===== config.mk =====
export PLATFORM = sky130hd
export DESIGN_NAME = spad_seq_ctrl_flat
export DESIGN_NICKNAME = d
export VERILOG_FILES = /design/src/rtl/spad_seq_ctrl_if.sv /design/src/rtl/spad_seq_ctrl.sv /design/src/flat_wrapper.sv
export SDC_FILE = /design/constraint.sdc
export NUM_CORES = 1
export LEC_CHECK = 0
export CAP_MARGIN = 20
export CORE_MARGIN = 2
export CORE_UTILIZATION = 39
export DETAILED_ROUTE_END_ITERATION = 16
export PLACE_DENSITY = 0.95
export SLEW_MARGIN = 20
export SYNTH_ARGS = -nofsm -noshare
export SYNTH_HDL_FRONTEND = slang
export SYNTH_SLANG_ARGS = --single-unit

===== constraint.sdc =====
create_clock -name clk -period 4.9 [get_ports clk]
set_input_delay 1.47 -clock clk [delete_from_list [all_inputs] [get_ports clk]]
set_output_delay 1.47 -clock clk [all_outputs]
set_load 0.02 [all_outputs]

===== src/rtl/spad_seq_ctrl_if.sv =====
// Handshake and scratchpad bus bundle for spad_seq_ctrl.
// master: the sequencer itself. slave: the surrounding PE network, scratchpad and MAC.
// Optional macro SPAD_SEQ_REUSE_EN adds the passes request field.
interface spad_seq_ctrl_if #(
   parameter int unsigned DATA_WIDTH = 16,
   parameter int unsigned NUM_REGS   = 9,
   parameter int unsigned ADDR_WIDTH = $clog2(NUM_REGS)
);
   logic                  start;
   logic [ADDR_WIDTH:0]   len;
`ifdef SPAD_SEQ_REUSE_EN
   logic [3:0]            passes;
`endif
   logic                  in_valid;
   logic                  in_ready;
   logic [DATA_WIDTH-1:0] in_data;
   logic                  spad_wen;
   logic [ADDR_WIDTH-1:0] spad_waddr;
   logic [DATA_WIDTH-1:0] spad_din;
   logic [ADDR_WIDTH-1:0] spad_raddr;
   logic [DATA_WIDTH-1:0] spad_dout;
   logic                  out_valid;
   logic                  out_ready;
   logic [DATA_WIDTH-1:0] out_data;
   logic                  out_last;
   logic                  busy;
   logic                  done;

   modport master (
      input  start,
      input  len,
`ifdef SPAD_SEQ_REUSE_EN
      input  passes,
`endif
      input  in_valid,
      input  in_data,
      input  spad_dout,
      input  out_ready,
      output in_ready,
      output spad_wen,
      output spad_waddr,
      output spad_din,
      output spad_raddr,
      output out_valid,
      output out_data,
      output out_last,
      output busy,
      output done
   );

   modport slave (
      output start,
      output len,
`ifdef SPAD_SEQ_REUSE_EN
      output passes,
`endif
      output in_valid,
      output in_data,
      output spad_dout,
      output out_ready,
      input  in_ready,
      input  spad_wen,
      input  spad_waddr,
      input  spad_din,
      input  spad_raddr,
      input  out_valid,
      input  out_data,
      input  out_last,
      input  busy,
      input  done
   );
endinterface


===== src/rtl/spad_seq_ctrl.sv =====
// Scratchpad load-then-drain sequencer.
// Loads up to NUM_REGS operands from the upstream stream, then replays them in address order
// to the MAC. Optional macro SPAD_SEQ_REUSE_EN replays the burst 'passes' times.
module spad_seq_ctrl #(
   parameter int unsigned DATA_WIDTH = 16,
   parameter int unsigned NUM_REGS   = 9,
   parameter int unsigned ADDR_WIDTH = $clog2(NUM_REGS)
) (
   input  logic            clk,
   input  logic            rstn,
   spad_seq_ctrl_if.master bus
);
   typedef enum logic [1:0] {StIdle, StFill, StDrain, StDone} state_e;

   localparam logic [ADDR_WIDTH:0] MaxLen = (ADDR_WIDTH + 1)'(NUM_REGS);
   localparam logic [ADDR_WIDTH:0] One    = (ADDR_WIDTH + 1)'(1);

   state_e                state;
   logic [ADDR_WIDTH-1:0] wptr;
   logic [ADDR_WIDTH-1:0] rptr;
   logic [ADDR_WIDTH:0]   len_r;

   logic [ADDR_WIDTH:0]   len_clamp;
   logic [ADDR_WIDTH:0]   idx_last;
   logic                  wr_end;
   logic                  rd_end;
   logic                  final_pass;
   logic                  in_hs;
   logic                  out_hs;

`ifdef SPAD_SEQ_REUSE_EN
   logic [3:0] passes_r;
   logic [3:0] pass_cnt;
   assign final_pass = (pass_cnt == passes_r - 4'd1);
`else
   assign final_pass = 1'b1;
`endif

   assign len_clamp = (bus.len > MaxLen) ? MaxLen : bus.len;
   assign idx_last  = len_r - One;
   assign wr_end    = ({1'b0, wptr} == idx_last);
   assign rd_end    = ({1'b0, rptr} == idx_last);
   assign in_hs     = (state == StFill) && bus.in_valid;
   assign out_hs    = (state == StDrain) && bus.out_ready;

   // Sequencer state, pointers and job length.
   always_ff @(posedge clk or negedge rstn) begin
      if (!rstn) begin
         state <= StIdle;
         wptr  <= '0;
         rptr  <= '0;
         len_r <= '0;
`ifdef SPAD_SEQ_REUSE_EN
         passes_r <= '0;
         pass_cnt <= '0;
`endif
      end else begin
         unique case (state)
            StIdle: begin
               if (bus.start && (bus.len != '0)) begin
                  state <= StFill;
                  len_r <= len_clamp;
                  wptr  <= '0;
`ifdef SPAD_SEQ_REUSE_EN
                  passes_r <= (bus.passes == 4'd0) ? 4'd1 : bus.passes;
                  pass_cnt <= '0;
`endif
               end
            end
            StFill: begin
               if (in_hs) begin
                  if (wr_end) begin
                     state <= StDrain;
                     rptr  <= '0;
                  end else begin
                     wptr <= wptr + 1'b1;
                  end
               end
            end
            StDrain: begin
               if (out_hs) begin
                  if (rd_end && final_pass) begin
                     // rptr parks on the last address so raddr holds while idle.
                     state <= StDone;
                  end else if (rd_end) begin
                     rptr <= '0;
`ifdef SPAD_SEQ_REUSE_EN
                     pass_cnt <= pass_cnt + 4'd1;
`endif
                  end else begin
                     rptr <= rptr + 1'b1;
                  end
               end
            end
            StDone: begin
               state <= StIdle;
            end
            default: state <= StIdle;
         endcase
      end
   end

   // Port decode from the registered state; data paths are gated so idle outputs stay low.
   always_comb begin
      bus.in_ready   = (state == StFill);
      bus.spad_wen   = in_hs;
      bus.spad_waddr = wptr;
      bus.spad_din   = (state == StFill) ? bus.in_data : '0;
      bus.spad_raddr = rptr;
      bus.out_valid  = (state == StDrain);
      bus.out_data   = (state == StDrain) ? bus.spad_dout : '0;
      bus.out_last   = (state == StDrain) && rd_end && final_pass;
      bus.busy       = (state == StFill) || (state == StDrain);
      bus.done       = (state == StDone);
   end
endmodule


===== src/flat_wrapper.sv =====
// flat-port wrapper written by rule: the top's interface ports become plain ports
module spad_seq_ctrl_flat 
#(
   parameter int unsigned DATA_WIDTH = 16,
   parameter int unsigned NUM_REGS   = 9,
   parameter int unsigned ADDR_WIDTH = $clog2(NUM_REGS)
)
  (clk, rstn, bus_start, bus_len, bus_in_valid, bus_in_data, bus_spad_dout, bus_out_ready, bus_in_ready, bus_spad_wen, bus_spad_waddr, bus_spad_din, bus_spad_raddr, bus_out_valid, bus_out_data, bus_out_last, bus_busy, bus_done);
  spad_seq_ctrl_if #(.DATA_WIDTH(DATA_WIDTH), .NUM_REGS(NUM_REGS), .ADDR_WIDTH(ADDR_WIDTH)) bus_i ();
  input  logic clk;
  input  logic rstn;
  input wire logic [$bits(bus_i.start)-1:0] bus_start;
  input wire logic [$bits(bus_i.len)-1:0] bus_len;
  input wire logic [$bits(bus_i.in_valid)-1:0] bus_in_valid;
  input wire logic [$bits(bus_i.in_data)-1:0] bus_in_data;
  input wire logic [$bits(bus_i.spad_dout)-1:0] bus_spad_dout;
  input wire logic [$bits(bus_i.out_ready)-1:0] bus_out_ready;
  output wire logic [$bits(bus_i.in_ready)-1:0] bus_in_ready;
  output wire logic [$bits(bus_i.spad_wen)-1:0] bus_spad_wen;
  output wire logic [$bits(bus_i.spad_waddr)-1:0] bus_spad_waddr;
  output wire logic [$bits(bus_i.spad_din)-1:0] bus_spad_din;
  output wire logic [$bits(bus_i.spad_raddr)-1:0] bus_spad_raddr;
  output wire logic [$bits(bus_i.out_valid)-1:0] bus_out_valid;
  output wire logic [$bits(bus_i.out_data)-1:0] bus_out_data;
  output wire logic [$bits(bus_i.out_last)-1:0] bus_out_last;
  output wire logic [$bits(bus_i.busy)-1:0] bus_busy;
  output wire logic [$bits(bus_i.done)-1:0] bus_done;
  assign bus_i.start = bus_start;
  assign bus_i.len = bus_len;
  assign bus_i.in_valid = bus_in_valid;
  assign bus_i.in_data = bus_in_data;
  assign bus_i.spad_dout = bus_spad_dout;
  assign bus_i.out_ready = bus_out_ready;
  assign bus_in_ready = bus_i.in_ready;
  assign bus_spad_wen = bus_i.spad_wen;
  assign bus_spad_waddr = bus_i.spad_waddr;
  assign bus_spad_din = bus_i.spad_din;
  assign bus_spad_raddr = bus_i.spad_raddr;
  assign bus_out_valid = bus_i.out_valid;
  assign bus_out_data = bus_i.out_data;
  assign bus_out_last = bus_i.out_last;
  assign bus_busy = bus_i.busy;
  assign bus_done = bus_i.done;
  spad_seq_ctrl #(.DATA_WIDTH(DATA_WIDTH), .NUM_REGS(NUM_REGS), .ADDR_WIDTH(ADDR_WIDTH)) u_core (.clk(clk), .rstn(rstn), .bus(bus_i));
endmodule

; ---- Word level (Yosys, flattened, before mapping)
; Cells that the tools add are included.
[totals]
register_bits = 15
in_bits = 42
output_inout_bits = 46
word_cells = 51
[classes]
addsub = 3
n_lt_le_gt_ge = 1
eq_ne = 12
n_mux = 18
n_reduce_logical = 13
[ops]
columns = cell, count
row1 = $mux 16, 2
row2 = $mux 4, 7
row3 = $pmux 4 s2, 2
row4 = $eq 4x5->1, 2
row5 = $mux 2, 5
row6 = $ne 2x1->1 const B, 5
row7 = $reduce_and 5->1, 2
row8 = $add 4x1->4 const B, 2
row9 = $pmux 2 s4, 1
row10 = $gt 5x4->1 const B, 1
row11 = $mux 5, 1
row12 = $reduce_bool 5->1, 1
row13 = $sub 5x1->5 const B, 1
row14 = $eq 2x2->1 const B, 2
row15 = $logic_and 1x1->1, 4
row16 = $ne 2x2->1 const B, 2
row17 = $reduce_and 4->1, 1
row18 = $reduce_bool 2->1, 2
row19 = $eq 2x1->1 const B, 1
row20 = $logic_not 2->1, 1
row21 = $reduce_and 2->1, 1
row22 = $logic_or 1x1->1, 1

; ---- Logic depth before layout (Yosys ltp)
; Gate-level depths: netlist (run 1).
[logic_depth]
word_depth = 5
mapped_depth = 8
depth_no_buf = 8

; ---- Worst setup path after synthesis (run 1)
; Ideal clock, no wire load.
[synth_path]
path_type = input to output
from = input bus_in_valid
to = output bus_spad_wen
arrival_time_ns = 1.702
required_time_ns = 3.430
setup_slack_ns = 1.728
cell_stages = 1
path_buffers = 0
path_cell_list = and2_1
[synth_between]
elab_chain_len = 1
[synth_lines]
columns = item, line
row1 = "start, declared", flat_wrapper.sv:14  ; input wire logic [$bits(bus_i.in_valid)-1:0] bus_in_valid;
row2 = $logic_and 1x1->1, spad_seq_ctrl.sv:43  ; assign in_hs = (state == StFill) && bus.in_valid;
row3 = "end, declared", flat_wrapper.sv:19  ; output wire logic [$bits(bus_i.spad_wen)-1:0] bus_spad_wen;
; No other way between the ends.

; ---- Worst setup path after layout (run 1)
; Same ends and word-level chain as after synthesis.

==> run summary, run 1 <==
* Arrival @ worst endpoint: 2750 ps
* Peak Freq: 0.2367 GHz
* register bit total from synthesis: 15
* pin count of the biggest net entering global routing: 29
* Cell Area, Synth: 1308 sq um
* result of the run: finished, final reports clean
* cell type with the largest total area after synthesis: sky130_fd_sc_hd__dfrtp_1
* IO Count: 88
* worst-skew pair later-pin latency: 290 ps
* crit path cell chain: clkdlybuf4s50_1 > and2_1 > clkdlybuf4s50_1
* Syn Inst Count: 150
* worst reg2reg startpoint: u_core.len_r[0]
* layout-stage area growth over the synthesis result: 70.81%
* number of global-route vias before repair: 1,245
* Die W: 61.90 microns
* Cell Rows: 21
* warnings from Yosys: 0
* post-synthesis sequential area ratio: 28.71%
* global-route wire length before repair: 5402 microns
* share of Yosys cell area claimed by the top area cell type: 28.71%
* setup violators final: 0
* worst setup path start: bus_in_valid
* global route total overflow: 0
* final routed wire length divided by cell count: 12.31 microns
* initial cell density of the core: 39.81%
* Max Fanout on Critical Path: 2
* n_diodes: 0
* Final WS setup: 675.1 ps
* net count after synthesis: 199
* buffer cell driving the clock tree root: sky130_fd_sc_hd__clkbuf_4
* per-instance average area after synthesis: 8.717 sq um
* FF-to-FF setup slack: 2480 ps
* Clock Sinks: 15
* post-cts repair resize count: 0
* number of hold buffers added after cts: 0
* number of flops mapped to enable cells by yosys: 0
* count of antenna-violating nets left after detailed routing: 0
* vias after detailed routing: 1,333
* buffer levels on the longest clock path: 2
* capture point of the critical path: bus_spad_wen
* post-layout util: 68.00%
* average vias per placed instance: 4.744
* Synth cell types: 42
* relative slew slack: 48.25%
* pre-CTS setup slack: 677.5 ps
* setup repair after global routing missed its margin: no
* kind of capture point of the worst setup path: output port
* setup TNS: 0 ps
* number of H-tree levels: 1
* maximum clock skew at final layout: 5.387 ps
* critical path's largest stage delay: 610 ps
* number of antenna violations at the first check in global routing: 0
* top flip-flop cell by instance count after synthesis: sky130_fd_sc_hd__dfrtp_1
* final wirelength: 3459 microns
* DRT Pass-1 Iters: 4
* count of cells along the worst register-to-register path: 8
* placeable core region: 3284 sq um
* top post-synthesis cells by area: sky130_fd_sc_hd__dfrtp_1 29%, sky130_fd_sc_hd__and2_1 16%, sky130_fd_sc_hd__ha_1 6.7%
* total track usage: 18.25%
* number of buffers created by CTS: 3
* die footprint: 3832 sq um
* total power per unit cell area: 539.8 nW/um^2
* TritonCTS clock tree: done
* required time at the worst-slack endpoint: 3430 ps
* number of design-rule violations left by the first detailed-router iteration: 23
* hold path startpoint: u_core.len_r[1]
* PortBufs: 87
* number of max-cap violations: 0
* launching element type of the critical path: input port
* slew at the pin with the worst max-slew slack: 776.3 ps
* crit path time final: 4225 ps
* max-slew violation count: 0
* leakage power: 0.0009034 uW
* clock slew at the register clock pins of the worst setup and hold paths: 90 ps
* Total Power Consumption: 1205 uW
* type of the setup path with the least slack: in2out
* estimated wirelength of the detail-placed design: 2830 microns
* fraction of final layout cells with drive strength greater than 1: 6.809%
* ys async rst share: 100.0%
* worst hold path class: reg2reg
* # DRC: 0
* Peak VDD IR: 0.4274 mV
* cell repeated most along the worst path: sky130_fd_sc_hd__clkdlybuf4s50_1
* capturing point of the worst reg2reg path: u_core.state[1]
* hold violation count in the final report: 0
* height of the chip: 61.90 microns
* ratio of final minimum period to clock period: 86.22%
* Placer Congestion: 0.7667
* cell with the largest stage delay on the worst path: sky130_fd_sc_hd__clkdlybuf4s50_1
* final layout net count: 285
* Post-CTS Repair Setup Buffers: 0
## placed cells by master (no fill, tap or decap), drive strengths merged, types with 3 or more instances in the layout
cell,count
a22o,3
and2,34
clkbuf,3
clkdlybuf4s50,87
dfrtp,15
ha,7
inv,7
nand2,9
nand3,4
nor2,6
nor2b,4
nor3,4
o21ai,11
xnor2,9
## worst min-delay path by stage
stage,end,slack (ps),cells after the start
global route,u_core.len_r[1],610,2
finish,u_core.len_r[1],550,2
floorplan,u_core.len_r[1],490,2
global placement,u_core.len_r[1],520,2
CTS,u_core.len_r[1],550,2
detailed placement,u_core.len_r[1],530,2
## worst max-delay path, delay by kind of cell
family,cells,cell delay [ps]
buffers and inverters,2,1110
and+or+nand+nor,1,170
## logic make-up (layout without fill, tap and decap cells)
family	after synthesis	in the layout	share of synthesized area, %
AND/OR/NAND/NOR	74	74	33.68
AO/OA/AOI/OAI	28	28	17.51
flip-flops	15	15	28.71
buffers and inverters	13	98	4.307
XOR/XNOR	11	11	7.369
adder cells (fa/ha/maj)	7	7	6.698
multiplexers	2	2	1.722
## routing by layer
layer / GRT usage [%] / share of wire (%) / up-vias
met5: 0 / 0 / -
met4: 3.647 / 0.66 / 0
met3: 1.242 / 2.0 / 2
met2: 34.44 / 56 / 23
met1: 22.74 / 41 / 620
li1: - / - / 688
## state kept, by name, indices dropped and copies added, names as in the netlist
register and cells:
u_core.state 2, u_core.len_r 5, u_core.bus.spad_raddr 4, u_core.bus.spad_waddr 4
## through the flow
step                      area [sq um]  cells  hold WS [ps]
after floorplan                   1308    150         491.2
after global placement            2206    277         518.0
after detailed placement          2206    277         530.5
after CTS                         2233    281         549.6
after global routing              2233    281         611.8
final                             2233    281         545.6
## layout make-up
cell class,count,area (sq um)
fillers,258,1051
multi-input cells,122,875.8
repair buffers,87,870.8
flip-flops and latches,15,375.4
well taps,46,57.56
inverters,7,26.28
clock buffers,3,22.52
clock inverters,1,5.005
## where the power goes
part / total, uW / switching [uW] / leakage [uW] / internal, uW
registers: 217 / 55.4 / 0.000196 / 161
clock network: 71.9 / 41.5 / 0.0000177 / 30.4
logic: 917 / 471 / 0.000690 / 447
total: 1210 / 567 / 0.000903 / 638
## cell usage after synthesis (2+ instances only)
library cell,count
sky130_fd_sc_hd__nand3_1,4
sky130_fd_sc_hd__dfrtp_1,15
sky130_fd_sc_hd__nor2_1,6
sky130_fd_sc_hd__nand2b_1,2
sky130_fd_sc_hd__inv_1,7
sky130_fd_sc_hd__nand3b_1,2
sky130_fd_sc_hd__a22o_1,2
sky130_fd_sc_hd__nor3_1,3
sky130_fd_sc_hd__nand2_1,9
sky130_fd_sc_hd__nor2b_1,4
sky130_fd_sc_hd__and2_1,34
sky130_fd_sc_hd__xor2_1,2
sky130_fd_sc_hd__xnor2_1,9
sky130_fd_sc_hd__ha_1,7
sky130_fd_sc_hd__a21oi_1,2
sky130_fd_sc_hd__and2b_1,2
sky130_fd_sc_hd__o21ai_0,11
sky130_fd_sc_hd__clkbuf_1,5
(Power assumes the default switching activity.)
==> run 2, diff against run 1 <==
--- a/config.mk
+++ b/config.mk
@@ -5,12 +5,13 @@
 export SDC_FILE = /design/constraint.sdc
 export NUM_CORES = 1
 export LEC_CHECK = 0
+export ABC_AREA = 0
 export CAP_MARGIN = 20
 export CORE_MARGIN = 2
 export CORE_UTILIZATION = 39
 export DETAILED_ROUTE_END_ITERATION = 16
 export PLACE_DENSITY = 0.95
-export SLEW_MARGIN = 20
+export SLEW_MARGIN = 15
 export SYNTH_ARGS = -nofsm -noshare
 export SYNTH_HDL_FRONTEND = slang
 export SYNTH_SLANG_ARGS = --single-unit
==> results of run 2 <==
The final DEF is identical to that of run 1; final timing and power are the same.
